[config.mk]
export PLATFORM = sky130hd
export DESIGN_NAME = io_channel_unit
export DESIGN_NICKNAME = d
export VERILOG_FILES = /design/src/rtl/io_channel_unit.sv
export SDC_FILE = /design/constraint.sdc
export NUM_CORES = 1
export LEC_CHECK = 0
export ABC_AREA = 0
export CAP_MARGIN = 10
export CELL_PAD_IN_SITES_DETAIL_PLACEMENT = 1
export CELL_PAD_IN_SITES_GLOBAL_PLACEMENT = 1
export CORE_MARGIN = 5
export CORE_UTILIZATION = 51
export CTS_CLUSTER_SIZE = 28
export DETAILED_ROUTE_END_ITERATION = 6
export PLACE_DENSITY = 0.77
export REMOVE_ABC_BUFFERS = 1
export SLEW_MARGIN = 10
export SYNTH_ARGS = -nofsm -noshare
export SYNTH_HDL_FRONTEND = slang
export SYNTH_SLANG_ARGS = --single-unit
export TNS_END_PERCENT = 100
[constraint.sdc]
create_clock -name clock -period 2.9 [get_ports clock]
set_clock_uncertainty 0.1 [all_clocks]
set_input_delay 0.58 -clock clock [delete_from_list [all_inputs] [get_ports clock]]
set_output_delay 0.58 -clock clock [all_outputs]
set_load 0.01 [all_outputs]
[src/rtl/io_channel_unit.sv]
// io_channel_unit: sixteen 15-bit I/O channels with a keypad FIFO channel and a display handshake channel
// Ports:
//   clock, rst_l                 core clock, asynchronous active-low reset
//   IO_read_sel / IO_read_data   combinational channel read (write bypass except on KEY_CHANNEL)
//   IO_write_sel/_data/_en       channel write from writeback
//   key_valid, key_code          keypad push side; key_ready = not full
//   key_pending                  FIFO non-empty interrupt request
//   dsp_valid, dsp_data          display word to the DSKY driver
//   dsp_ready                    display driver accepts the word
//   io_busy                      display buffer occupied
//   dsp_overflow                 sticky flag for a dropped DSP_CHANNEL write
module io_channel_unit #(
    parameter int         KEY_FIFO_DEPTH = 4,
    parameter logic [3:0] KEY_CHANNEL    = 4'o15,
    parameter logic [3:0] DSP_CHANNEL    = 4'o10
) (
    input  logic        clock,
    input  logic        rst_l,
    input  logic [3:0]  IO_read_sel,
    output logic [14:0] IO_read_data,
    input  logic [3:0]  IO_write_sel,
    input  logic [14:0] IO_write_data,
    input  logic        IO_write_en,
    input  logic        key_valid,
    input  logic [4:0]  key_code,
    output logic        key_ready,
    output logic        key_pending,
    output logic        dsp_valid,
    output logic [14:0] dsp_data,
    input  logic        dsp_ready,
    output logic        io_busy,
    output logic        dsp_overflow
);
    localparam int AW = $clog2(KEY_FIFO_DEPTH);
    localparam logic [AW:0] FULL_CNT = KEY_FIFO_DEPTH[AW:0];
    logic [14:0]   regs [16];
    logic [4:0]    fifo [KEY_FIFO_DEPTH];
    logic [AW-1:0] wr_ptr, rd_ptr;
    logic [AW:0]   count;
    logic          full, empty, push, pop, dsp_wr, dsp_accept;
    assign full       = count == FULL_CNT;
    assign empty      = count == '0;
    assign push       = key_valid && !full;
    // a pop on an empty FIFO is dropped, so an empty FIFO with push+pop just pushes
    assign pop        = IO_write_en && IO_write_sel == KEY_CHANNEL && !empty;
    assign dsp_wr     = IO_write_en && IO_write_sel == DSP_CHANNEL;
    assign dsp_accept = dsp_wr && (!dsp_valid || dsp_ready);
    assign key_ready   = !full;
    assign key_pending = !empty;
    assign io_busy     = dsp_valid;
    // the keypad channel always shows the FIFO head and never the write bypass
    assign IO_read_data = IO_read_sel == KEY_CHANNEL ? (empty ? 15'd0 : {10'd0, fifo[rd_ptr]}) :
                          (IO_write_en && IO_write_sel == IO_read_sel) ? IO_write_data :
                          regs[IO_read_sel];
    always_ff @(posedge clock or negedge rst_l) begin
        if (!rst_l) begin
            for (int i = 0; i < 16; i++) regs[i] <= '0;
            for (int i = 0; i < KEY_FIFO_DEPTH; i++) fifo[i] <= '0;
            wr_ptr       <= '0;
            rd_ptr       <= '0;
            count        <= '0;
            dsp_valid    <= 1'b0;
            dsp_data     <= '0;
            dsp_overflow <= 1'b0;
        end else begin
            if (IO_write_en && IO_write_sel != KEY_CHANNEL && IO_write_sel != DSP_CHANNEL)
                regs[IO_write_sel] <= IO_write_data;
            if (dsp_accept) begin
                regs[DSP_CHANNEL] <= IO_write_data;
                dsp_data          <= IO_write_data;
            end
            dsp_valid <= dsp_accept || (dsp_valid && !dsp_ready);
            if (dsp_wr && !dsp_accept) dsp_overflow <= 1'b1;
            if (push) begin
                fifo[wr_ptr] <= key_code;
                wr_ptr       <= wr_ptr + AW'(1);
            end
            if (pop) rd_ptr <= rd_ptr + AW'(1);
            count <= count + {{AW{1'b0}}, push} - {{AW{1'b0}}, pop};
        end
    end
endmodule
# Yosys cells after proc, flatten, opt, wreduce, memory -nomap -nowiden
# Cells that the tools add are included.
dict set report word_totals {
  latchBits 0
  input_bits 33
  mem_bits_rw 0
  out_inout_bits 35
  ff_bits 284
  memories 0
  word_cells 85
  romBits 0
}
dict set report classes {
  div_mod_pow 0
  n_mul 0
  n_mux 17
  eq_ne 7
  n_lt_le_gt_ge 6
  shifts 0
  reduce_logical 21
  addsub 4
  bitwise_logic 4
}
# cell count
set op_table {}
lappend op_table {{bitwise mux 240 bit} 1}
lappend op_table {{2-to-1 mux 120 bit} 1}
lappend op_table {{2-to-1 mux 15 bit} 6}
lappend op_table {{binary-select mux 15 bit (select 4 bit)} 1}
lappend op_table {{demux 15 bit (select 4 bit)} 1}
lappend op_table {{bitwise mux 20 bit} 1}
lappend op_table {{2-to-1 mux 5 bit} 4}
lappend op_table {{== test 4 bit, second input constant} 3}
lappend op_table {{logical AND 1 bit} 12}
lappend op_table {{binary-select mux 5 bit (select 2 bit)} 1}
lappend op_table {{demux 5 bit (select 2 bit)} 1}
lappend op_table {{>= comparator 5 bit, second input constant} 2}
lappend op_table {{inverter 4 -> 5 bit} 2}
lappend op_table {{inequality test 4 bit, second input constant} 2}
lappend op_table {{>= comparator 3 bit, second input constant} 2}
lappend op_table {{inverter 2 -> 3 bit} 2}
lappend op_table {{logical NOT 1 bit} 5}
lappend op_table {{< comparator 5 x 1 -> 1 bit, second input constant} 1}
lappend op_table {{adder 2 x 1 -> 2 bit, second input constant} 2}
lappend op_table {{== test 4 bit} 1}
lappend op_table {{adder 3 x 1 -> 3 bit} 1}
lappend op_table {{== test 3 bit, second input constant} 1}
lappend op_table {{logical NOT 3 bit} 1}
lappend op_table {{< comparator 3 x 1 -> 1 bit, second input constant} 1}
lappend op_table {{other kinds (3)} 4}

# Longest topological paths before layout
# Gate-level depths: netlist (run 1).
dict set report depth {
  word_depth 8
  mapped_depth 10
  mapped_depth_nobuf 10
}

# Worst setup path after synthesis (run 1)
# Ideal clock, no wire load.
dict set report synth_path {
  path_type {input-to-output}
  startpoint {input IO_read_sel[0]}
  endpoint {output IO_read_data[13]}
  setup_slack_ns 0.279
  cell_stages 6
  arrival_ns 1.941
  required_time_ns 2.220
  path_buffers 2
  path_cell_list {buf_2 -> buf_4 -> mux4_2 -> a22oi_1 -> nand2_1 -> a22o_1}
}
dict set report synth_via {
  elab_chain_len 6
  elab_cells_between_ends 9
  cone_classes {eq/ne (2); mux (5); bitwise (1); reduce/logical (1)}
}
# element line_no
set synth_rtl {}
lappend synth_rtl {{from (decl)} 19} ;# input logic [3:0] IO_read_sel,
lappend synth_rtl {{inverter 4 -> 5 bit (not written as such)} 54} ;# regs[IO_read_sel];
lappend synth_rtl {{binary-select mux 15 bit (select 4 bit)} 54}
lappend synth_rtl {{2-to-1 mux 15 bit (not written as such) (2 in series)} 54}
lappend synth_rtl {{2-to-1 mux 15 bit} 53} ;# (IO_write_en && IO_write_sel == IO_read_sel) ? IO_write_data :
lappend synth_rtl {{2-to-1 mux 15 bit *} 52} ;# assign IO_read_data = IO_read_sel == KEY_CHANNEL ? (empty ? 15'd0 : {10'd0, fifo[rd_ptr]}) :
lappend synth_rtl {{to (decl)} 20} ;# output logic [14:0] IO_read_data,
# Mark *: on every way between the ends. The rest lies on a longest branch, timed or not. The select of a mux whose other input is x is not followed.

# Worst setup path after layout (run 1)
dict set report layout_path {
  startpoint {register rd_ptr[0]}
  endpoint {output IO_read_data[2]}
}
dict set report layout_via {
  elab_chain_len 6
}
# element line_no
set layout_rtl {}
lappend layout_rtl {{from (decl)} 38} ;# logic [AW-1:0] wr_ptr, rd_ptr;
lappend layout_rtl {{from (signal assigned)} 78} ;# if (pop) rd_ptr <= rd_ptr + AW'(1);
lappend layout_rtl {{inverter 2 -> 3 bit (not written as such)} 52}
lappend layout_rtl {{binary-select mux 5 bit (select 2 bit)} 52}
lappend layout_rtl {{2-to-1 mux 5 bit (not written as such) (2 in series)} 52}
lappend layout_rtl {{2-to-1 mux 5 bit} 52}
lappend layout_rtl {{2-to-1 mux 15 bit} 52}
# Every way passes these cells. The select of a mux whose other input is x is not followed.

==> flow_summary.ini, run 1 <==
[placement]
hpwlAfterDp_mm = 22.41
gp_congestion = 0.8305
postPlaceCellArea_um2 = 14700
numPortBuffers = 67

[timing]
min_period_ps = 2902
finalMaxSlewViolations = 0
setup_viol = 1
final_hold_viol_count = 15
tightest_slew_ps = 844.9
final.setup.worst_slack_ps = -2.049
fin_crit_sh_pct = 100.1
hold_ws_ps = -53.76
clock.fmax_ghz = 0.3446
max-slew-margin-rel_pct = 43.67

[setup_path]
cp_max_fo = 5
slowest_delay_ps = 540
r2r_cells = 9
cp_slowest_cell = mux4_2
critPathKind = reg -> out
start_kind = flip-flop
crit_chain = buf_4, mux4_2, a21oi_1, o2bb2ai_1, buf_2
arrival_ps = 2220
required_ps = 2220
end_kind = primary output

[logic_synthesis]
yosys-top-cells-area = dfrtp_1 (55%), mux2_2 (20%), mux4_2 (11%), mux2_4 (3.5%), a22oi_1 (1.2%)
synth_commonest_cells = dfrtp_1 (284), mux2_2 (230), mux4_2 (65)
synth_enable_flop_cells = 0
synth-seq-cells = 284
synth.largest_area_cell = dfrtp_1
netlist_area_um2 = 13000
synth_cell_types = 39
synth-async-reset-ratio_pct = 100.0
synth_top_area_share_pct = 54.68
seq_area_frac_synth_pct = 54.68
yosysWarnings = 0
netlist_instances = 829
synth_flop_cell = dfrtp_1
synth_area_per_cell_um2 = 15.68
synth.most_common_cell = dfrtp_1

[drt]
via_count = 7907
viasPerCell = 6.004
ant_nets = 0
routed_wl_mm = 36.77
drt-pass1-iter-count = 4
drc = 0
avgRoutedWirePerCell_um = 27.92
drt_iter0_markers = 486

[floorplanning]
rows = 58
die_x_um = 169.6
start_util_pct = 51.76
ios = 68
die_h_um = 169.6
coreArea_um2 = 25110
dieArea_um2 = 28780

[clock_tree]
root_buffer = clkbuf_16
cts_made_buffers = 30
ctsHoldBuffers = 0
path_clk_slew_ps = 60
cts_tree = yes
cts.sinks = 284
cts.path.max_buffers = 3
htreeDepth = 1
clk_latency_ps = 550

[global_routing]
grt_pass1_wl_mm = 57.44
grt_max_degree = 97
grt_overflow = 0
grt_pass1_vias = 9305
antenna_found_initial = 0
grt_usage_pct = 26.11

[power]
ir_drop_uv = 480.9
power_uw = 12610
power_density_nw_per_um2 = 784.3
p_leak_uw = 0.007194

[finish]
final_area_um2 = 16070
antenna_cells = 0
area_growth_syn_to_layout_pct = 23.67
nNetsFinal = 1003
drive_above_1_share_pct = 53.50

[min_path]
hold_class = in -> async

[run]
drv_cap = 0

[status]
violations = negative hold slack, negative setup slack
status = finished with violations
[timing repair]
action / 4_1_cts / 5_1_grt
setup buffers: 6 / 6
gates cloned: 5 / 0
gates resized for setup: 68 / 21
pin swaps: 6 / 5
setup endpoints to repair: 15 / 15
[final cells by class]
class / instances / area [µm²]
clock inverter: 11 / 186.4
sequential: 284 / 7108
clock buffer: 45 / 908.4
inverter: 6 / 22.52
multi-input combinational: 460 / 5569
tap: 330 / 412.9
timing repair buffer: 181 / 1866
fill: 2265 / 9036
[kinds of logic after synthesis]
kind of cell               count (synthesis)  share of synthesized area, %
muxes                                    340                         35.81
and+or+nand+nor                           55                         2.243
buffers and inverters                     85                         3.100
xor gates and xnor gates                   9                        0.6065
adders and majority gates                  7                        0.7317
DFF                                      284                         54.68
AOI/OAI and AO/OA                         49                         2.821
[critical path, delay by kind of cell, from the launching register on]
kind / cells / cell delay [ps]
AO/OA/AOI/OAI: 2 / 380
buffers and inverters: 2 / 300
flip-flops: 1 / 440
multiplexers: 1 / 540
[state kept, by name, summed over array words and instances (netlist names)]
name,flops
count,3
dsp_data,15
dsp_overflow,1
dsp_valid,1
fifo,20
rd_ptr,2
regs,240
wr_ptr,2
[per-stage QoR]
step / TNS, ps / instances / setup WS (ps) / hold WS [ps] / util [%]
3_5_place_dp: -7145 / 1244 / -512.8 / 263.5 / 58.55
2_1_floorplan: 0 / 750 / 463.7 / 184.4 / -
3_3_place_gp: -6104 / 1244 / -409.2 / 260.3 / 58.55
4_1_cts: 0 / 1311 / 2.575 / 1.046 / 64.08
5_1_grt: -92.86 / 1317 / -37.96 / 4.480 / 64.01
6_report: -2.049 / 1317 / -2.049 / -53.76 / 64.01
[layout by cell type, fill, tap and decap left out, drive strengths merged, types with 11 or more instances in the layout]
master         count
clkbuf            54
mux2i             15
mux2             260
nor2              11
mux4              65
clkdlybuf4s50     43
dfrtp            284
a22oi             20
buf              122
nand2             20
[power by group]
part           internal, µW  total [µW]  switching [µW]
clock                  2600        4180            1580
combinational          1750        2870            1120
sequential             4940        5550             606
total                  9300       12600            3310
[final timing paths]
check,start,end,slack [ps]
hold / removal,rst_l,fifo[16],-50
setup reg to reg,count[1],count[2],230
setup / recovery,rd_ptr[0],IO_read_data[2],-2
min in group clock,regs[38],regs[38],270
hold reg to reg,regs[38],regs[38],270
max in group asynchronous,rst_l,regs[108],1910
[layer usage]
| layer | share of wire [%] | up-vias | global-route usage (%) |
|---|---|---|---|
| met5 | 0 | - | 0 |
| met3 | 5.8 | 75 | 4.659 |
| met2 | 51 | 229 | 45.12 |
| met1 | 40 | 4281 | 33.34 |
| li1 | - | 3322 | - |
| met4 | 3.3 | 0 | 9.170 |
(Power assumes the default switching activity.)
==> inputs of run 2 (changes only) <==
--- a/config.mk
+++ b/config.mk
@@ -10,10 +10,11 @@
 export CELL_PAD_IN_SITES_DETAIL_PLACEMENT = 1
 export CELL_PAD_IN_SITES_GLOBAL_PLACEMENT = 1
 export CORE_MARGIN = 5
-export CORE_UTILIZATION = 51
+export CORE_UTILIZATION = 46
+export CTS_CLUSTER_DIAMETER = 50
 export CTS_CLUSTER_SIZE = 28
 export DETAILED_ROUTE_END_ITERATION = 6
-export PLACE_DENSITY = 0.77
+export PLACE_DENSITY = 0.73
 export REMOVE_ABC_BUFFERS = 1
 export SLEW_MARGIN = 10
 export SYNTH_ARGS = -nofsm -noshare
==> constraint.sdc (replaced) <==
create_clock -name clock -period 2.54 [get_ports clock]
set_clock_uncertainty 0.1 [all_clocks]
set_input_delay 0.508 -clock clock [delete_from_list [all_inputs] [get_ports clock]]
set_output_delay 0.508 -clock clock [all_outputs]
set_load 0.01 [all_outputs]
==> run 2 against run 1 <==
Non-clock buffer count shrank 7. Highest routed layer unchanged. Critical endpoint is now IO_read_data[14]. Flip-flop and latch count stayed put. The flow finishes with violations (negative setup slack). Worst setup slack worse by 160 ps.
==> flow_summary.ini, run 2 (same netlist as run 1, synthesis figures left out) <==
[status]
status = finished with violations
violations = negative setup slack

[setup_path]
rrSetupSlack_ps = 110
crit_chain = mux4_2, a22oi_1, nand2_1, a22o_1, buf_2
worst-path-stages = 5
arrival_ps = 2090
r2r_cells = 9
regToRegStartpoint = count[0]
timing.rr.end = count[2]
cp_max_fo = 2
cp_slowest_cell = mux4_2
critPathBufInv = 1
required_ps = 1930
path_delay_family = multiplexers
end_kind = primary output
start_kind = flip-flop
slowest_delay_ps = 490
critPathKind = reg -> out

[finish]
multi_input_area_um2 = 5658
largest_reg_flops = 240
instances_no_fill = 1358
mostFrequentLayoutCells = dfrtp_1 (283), mux2_2 (230), buf_4 (74), mux4_2 (65), clkdlybuf4s50_1 (42)
fill_cells = 2525
nNetsFinal = 996
layout_commonest_cell = dfrtp_1
antenna_cells = 0
area_growth_syn_to_layout_pct = 24.29
top_register = regs
register_area_um2 = 7108
drive_above_1_share_pct = 55.00
largestRegisters = regs: 240 flops, fifo: 20 flops, dsp_data: 15 flops

[global_routing]
grt_overflow = 0
antenna_found_initial = 0
grt_pass1_wl_mm = 55.70
grt_usage_pct = 23.02
grt_max_degree = 69
grt_pass1_vias = 9048

[power]
power_density_nw_per_um2 = 896.7
ir_drop_uv = 617.0
p_leak_uw = 0.007139

[clock_tree]
cts.sinks = 284
root_buffer = clkbuf_16
htreeDepth = 1
path_clk_slew_ps = 70
cts_tree = yes
clk_latency_ps = 560
cts.path.max_buffers = 3
cts_made_buffers = 30

[min_path]
hold-path-cell-count = 0
hold_class = reg -> reg
hold_start = regs[43]
hold_end = regs[43]

[drt]
viasPerCell = 5.696
drc = 0
ant_nets = 0
avgRoutedWirePerCell_um = 25.99
via_count = 7735
drt-pass1-iter-count = 4
drt_iter0_markers = 460
routed_wl_mm = 35.29

[floorplanning]
die_h_um = 178.1
dieArea_um2 = 31710
ios = 68
rows = 61
die_x_um = 178.1
coreArea_um2 = 27860
start_util_pct = 46.65

[run]
drv_cap = 0

[placement]
gp_congestion = 0.8269
dp_slack_ps = -714.1
numPlacedInstances = 1283
hpwlAfterDp_mm = 22.23
numPortBuffers = 67

[timing]
min_period_ps = 2697
setup_tns_ps = -1673
setup_viol = 15
finalMaxSlewViolations = 0
clock.fmax_ghz = 0.3707
rsz0062_at_grt = true
tightest_slew_ps = 601.1
max-slew-margin-rel_pct = 59.93
final.setup.worst_slack_ps = -157.2
final_hold_viol_count = 0
fin_crit_sh_pct = 106.2
==> run 2: cell types whose count changed in the layout (fill, tap and decap cells not counted), moves of 8 or more <==
cell	delta
buf_4	-11
clkbuf_2	-8
inv_6	+8
a22oi_2	+8
a22oi_1	-8
clkbuf_8	-8
buf_2	+9
==> run 2: layer usage <==
metal	wire [µm]	share of wire (%)	vias to the layer above	track usage [%]
li1	-	-	3311	-
met1	14990	42	4204	31.22
met2	18140	51	169	40.06
met3	1443	4.1	51	3.010
met4	712	2.0	0	4.802
met5	0	0	-	0
==> run 2: metrics by stage <==
| stage | power (µW) | area (µm²) | util [%] | hold slack, ps |
|---|---|---|---|---|
| floorplan | 8153 | 12620 | - | 112.4 |
| global placement | 9169 | 14730 | 52.88 | 260.4 |
| detailed placement | 9500 | 14730 | 52.88 | 267.4 |
| CTS | 14520 | 16090 | 57.75 | 283.3 |
| global route | 15170 | 16150 | 57.98 | 293.5 |
| finish | 14480 | 16150 | 57.98 | 278.8 |
==> run 2: final cells by class <==
cell class	instances	area share (%)
Sequential cell	284	44.00
Timing Repair Buffer	174	11.08
Multi-Input combinational cell	460	35.03
Clock inverter	24	2.122
Tap cell	378	2.928
Inverter	6	0.1394
Clock buffer	32	4.694
==> run 2: timing repair <==
item	4_1_cts	5_1_grt
gates cloned	2	0
endpoints found under the hold margin	63	0
endpoints found under the setup margin	17	16
buffers inserted	12	4
pin swaps	35	4
hold buffers	1	0
gates resized for setup	104	12
==> run 2: how the worst max path moves through the flow <==
stage / start / to / slack, ps
3_5_place_dp: IO_read_sel[2] / IO_read_data[14] / -710
5_1_grt: regs[73] / IO_read_data[13] / -220
6_report: regs[74] / IO_read_data[14] / -160
4_1_cts: regs[194] / IO_read_data[14] / -200
2_1_floorplan: count[2] / count[2] / 110
3_3_place_gp: IO_read_sel[2] / IO_read_data[13] / -660
==> run 2: report_power, final <==
| group | switching [µW] | leakage (µW) | internal [µW] |
|---|---|---|---|
| clock network | 2060 | 0.000530 | 2770 |
| registers | 659 | 0.00350 | 5640 |
| logic | 1290 | 0.00311 | 2070 |
==> inputs of run 3 (changes only) <==
--- a/config.mk
+++ b/config.mk
@@ -10,11 +10,11 @@
 export CELL_PAD_IN_SITES_DETAIL_PLACEMENT = 1
 export CELL_PAD_IN_SITES_GLOBAL_PLACEMENT = 1
 export CORE_MARGIN = 5
-export CORE_UTILIZATION = 46
+export CORE_UTILIZATION = 30
 export CTS_CLUSTER_DIAMETER = 50
 export CTS_CLUSTER_SIZE = 28
 export DETAILED_ROUTE_END_ITERATION = 6
-export PLACE_DENSITY = 0.73
+export PLACE_DENSITY = 0.5
 export REMOVE_ABC_BUFFERS = 1
 export SLEW_MARGIN = 10
 export SYNTH_ARGS = -nofsm -noshare
==> run 3 against run 2 <==
The flow still finishes with violations (negative setup slack). Critical path depth unchanged. Final area increased by 4.4%. Cell count increased by 17%. Largest cell class unchanged. Largest power group unchanged.
==> flow_summary.ini, run 3 (same netlist as run 1, synthesis figures left out) <==
[status]
status = finished with violations
violations = negative setup slack

[drt]
drc = 0
ant_nets = 0
drt_iter0_markers = 219
via_count = 7629
avgRoutedWirePerCell_um = 22.52
viasPerCell = 4.789
drt-pass1-iter-count = 4
routed_wl_mm = 35.87

[setup_path]
timing.rr.end = count[2]
arrival_ps = 2050
cp_max_fo = 2
start_kind = flip-flop
rrSetupSlack_ps = 120
critPathKind = reg -> out
cp_slowest_cell = mux4_2
critPathLaunch = regs[189]
r2r_cells = 10
regToRegStartpoint = count[0]
crit_chain = mux4_2, a22oi_2, nand2_2, a22o_1, buf_2
required_ps = 1930
critPathCapture = IO_read_data[9]
slowest_delay_ps = 510
end_kind = primary output

[clock_tree]
cts_made_buffers = 39
cts.sinks = 284
root_buffer = clkbuf_16
htreeDepth = 2
cts.path.max_buffers = 3
cts_tree = yes
clk_latency_ps = 550
path_clk_slew_ps = 60

[timing]
clock.fmax_ghz = 0.3761
min_period_ps = 2659
rsz0062_at_grt = true
final_hold_viol_count = 0
max-slew-margin-rel_pct = 67.38
tightest_slew_ps = 489.3
setup_viol = 15
fin_crit_sh_pct = 104.7
finalMaxSlewViolations = 0
final.setup.worst_slack_ps = -119.0

[placement]
numPlacedInstances = 1509
hpwlAfterDp_mm = 23.44
gp_congestion = 0.7292
numPortBuffers = 67

[floorplanning]
ios = 68
die_h_um = 218.1
start_util_pct = 30.24
die_x_um = 218.1
coreArea_um2 = 42980
dieArea_um2 = 47580
rows = 76

[power]
power_frac_comb_pct = 21.5
p_leak_uw = 0.007329
seq_power_share_pct = 40.2
ir_drop_uv = 407.8
power_uw = 15470
switchingPower_uw = 4000
p_int_uw = 11470
p_clk_share_pct = 38.3
power_density_nw_per_um2 = 917.3
swShare_pct = 25.86

[global_routing]
grt_pass1_wl_mm = 55.93
grt_pass1_vias = 8691
grt_overflow = 0
antenna_found_initial = 0
grt_usage_pct = 15.50
grt_max_degree = 64

[finish]
largest_reg_flops = 240
top_register = regs
mostFrequentLayoutCells = dfrtp_1 (283), mux2_2 (230), buf_4 (85), mux4_2 (65), clkdlybuf4s50_1 (42)
instances_no_fill = 1593
nNetsFinal = 1019
drive_above_1_share_pct = 57.54
antenna_cells = 0
layout_commonest_cell = dfrtp_1
area_growth_syn_to_layout_pct = 29.75
largestRegisters = regs: 240 flops, fifo: 20 flops, dsp_data: 15 flops

[run]
drv_cap = 0

[min_path]
hold_class = reg -> reg
hold-path-cell-count = 0
==> run 3: cell count changes in the layout (fill, tap and decap cells not counted), moves of 5 or more <==
cell	before	now
nor2_1	11	3
clkbuf_16	30	40
buf_4	74	85
clkbuf_1	2	7
nand2_1	20	15
nor2_2	0	8
nand2_2	0	5
==> run 3: worst min-delay path by stage <==
stage	to	from	slack [ps]
2_1_floorplan	count[0]	rst_l	110
4_1_cts	regs[38]	regs[38]	280
5_1_grt	regs[38]	regs[38]	280
3_3_place_gp	regs[31]	regs[31]	260
6_report	regs[32]	regs[32]	270
3_5_place_dp	regs[37]	regs[37]	260
==> run 3: repair_timing <==
action	4_1_cts	5_1_grt
endpoints found under the hold margin	48	0
buffers inserted	12	0
resized for setup	111	13
gates cloned	1	0
pin swaps	29	6
setup endpoints to repair	16	16
hold buffers	1	0
==> run 3: layout make-up <==
class	instances	area [µm²]
fillers	4350	26120
flip-flops and latches	284	7108
multi-input cells	460	5707
repair buffers	188	1896
clock buffers	51	1082
well taps	585	732.0
clock inverters	19	315.3
inverters	6	22.52
==> run 3: critical path: cells and delay by family (launching register included) <==
family | cells | cell delay [ps]
DFF | 1 | 380
and+or+nand+nor | 1 | 80
buffers and inverters | 1 | 140
AOI/OAI and AO/OA | 2 | 400
muxes | 1 | 510
==> run 3: routing by layer <==
metal,global-route usage [%],vias up,wire length [µm]
met1,21.75,4116,17010
met3,3.269,42,1240
li1,-,3364,-
met2,24.91,107,17040
met4,3.517,0,580
met5,0,-,0
==> run 3: power groups by stage <==
| stage | logic [µW] | registers (µW) | clock network, µW |
|---|---|---|---|
| 6_report | 3330 | 6220 | 5920 |
| 2_1_floorplan | 2020 | 6130 | 0 |
| 5_1_grt | 3640 | 6360 | 6310 |
| 4_1_cts | 3370 | 6220 | 6130 |
| 3_3_place_gp | 3130 | 6280 | 0 |
| 3_5_place_dp | 3210 | 6310 | 0 |
==> run 3: per-stage QoR <==
step                setup slack (ps)  instance area, µm²  setup TNS [ps]  utilization, %  hold WS (ps)
global route                  -228.5               16860           -2897           39.23         279.2
finish                        -119.0               16860           -1436           39.23         271.8
global placement              -698.2               15180          -11100           35.32         260.3
CTS                           -180.1               16810           -2223           39.12         276.1
detailed placement            -696.4               15180          -11190           35.32         263.5
floorplan                      108.1               12620               0               -         112.4
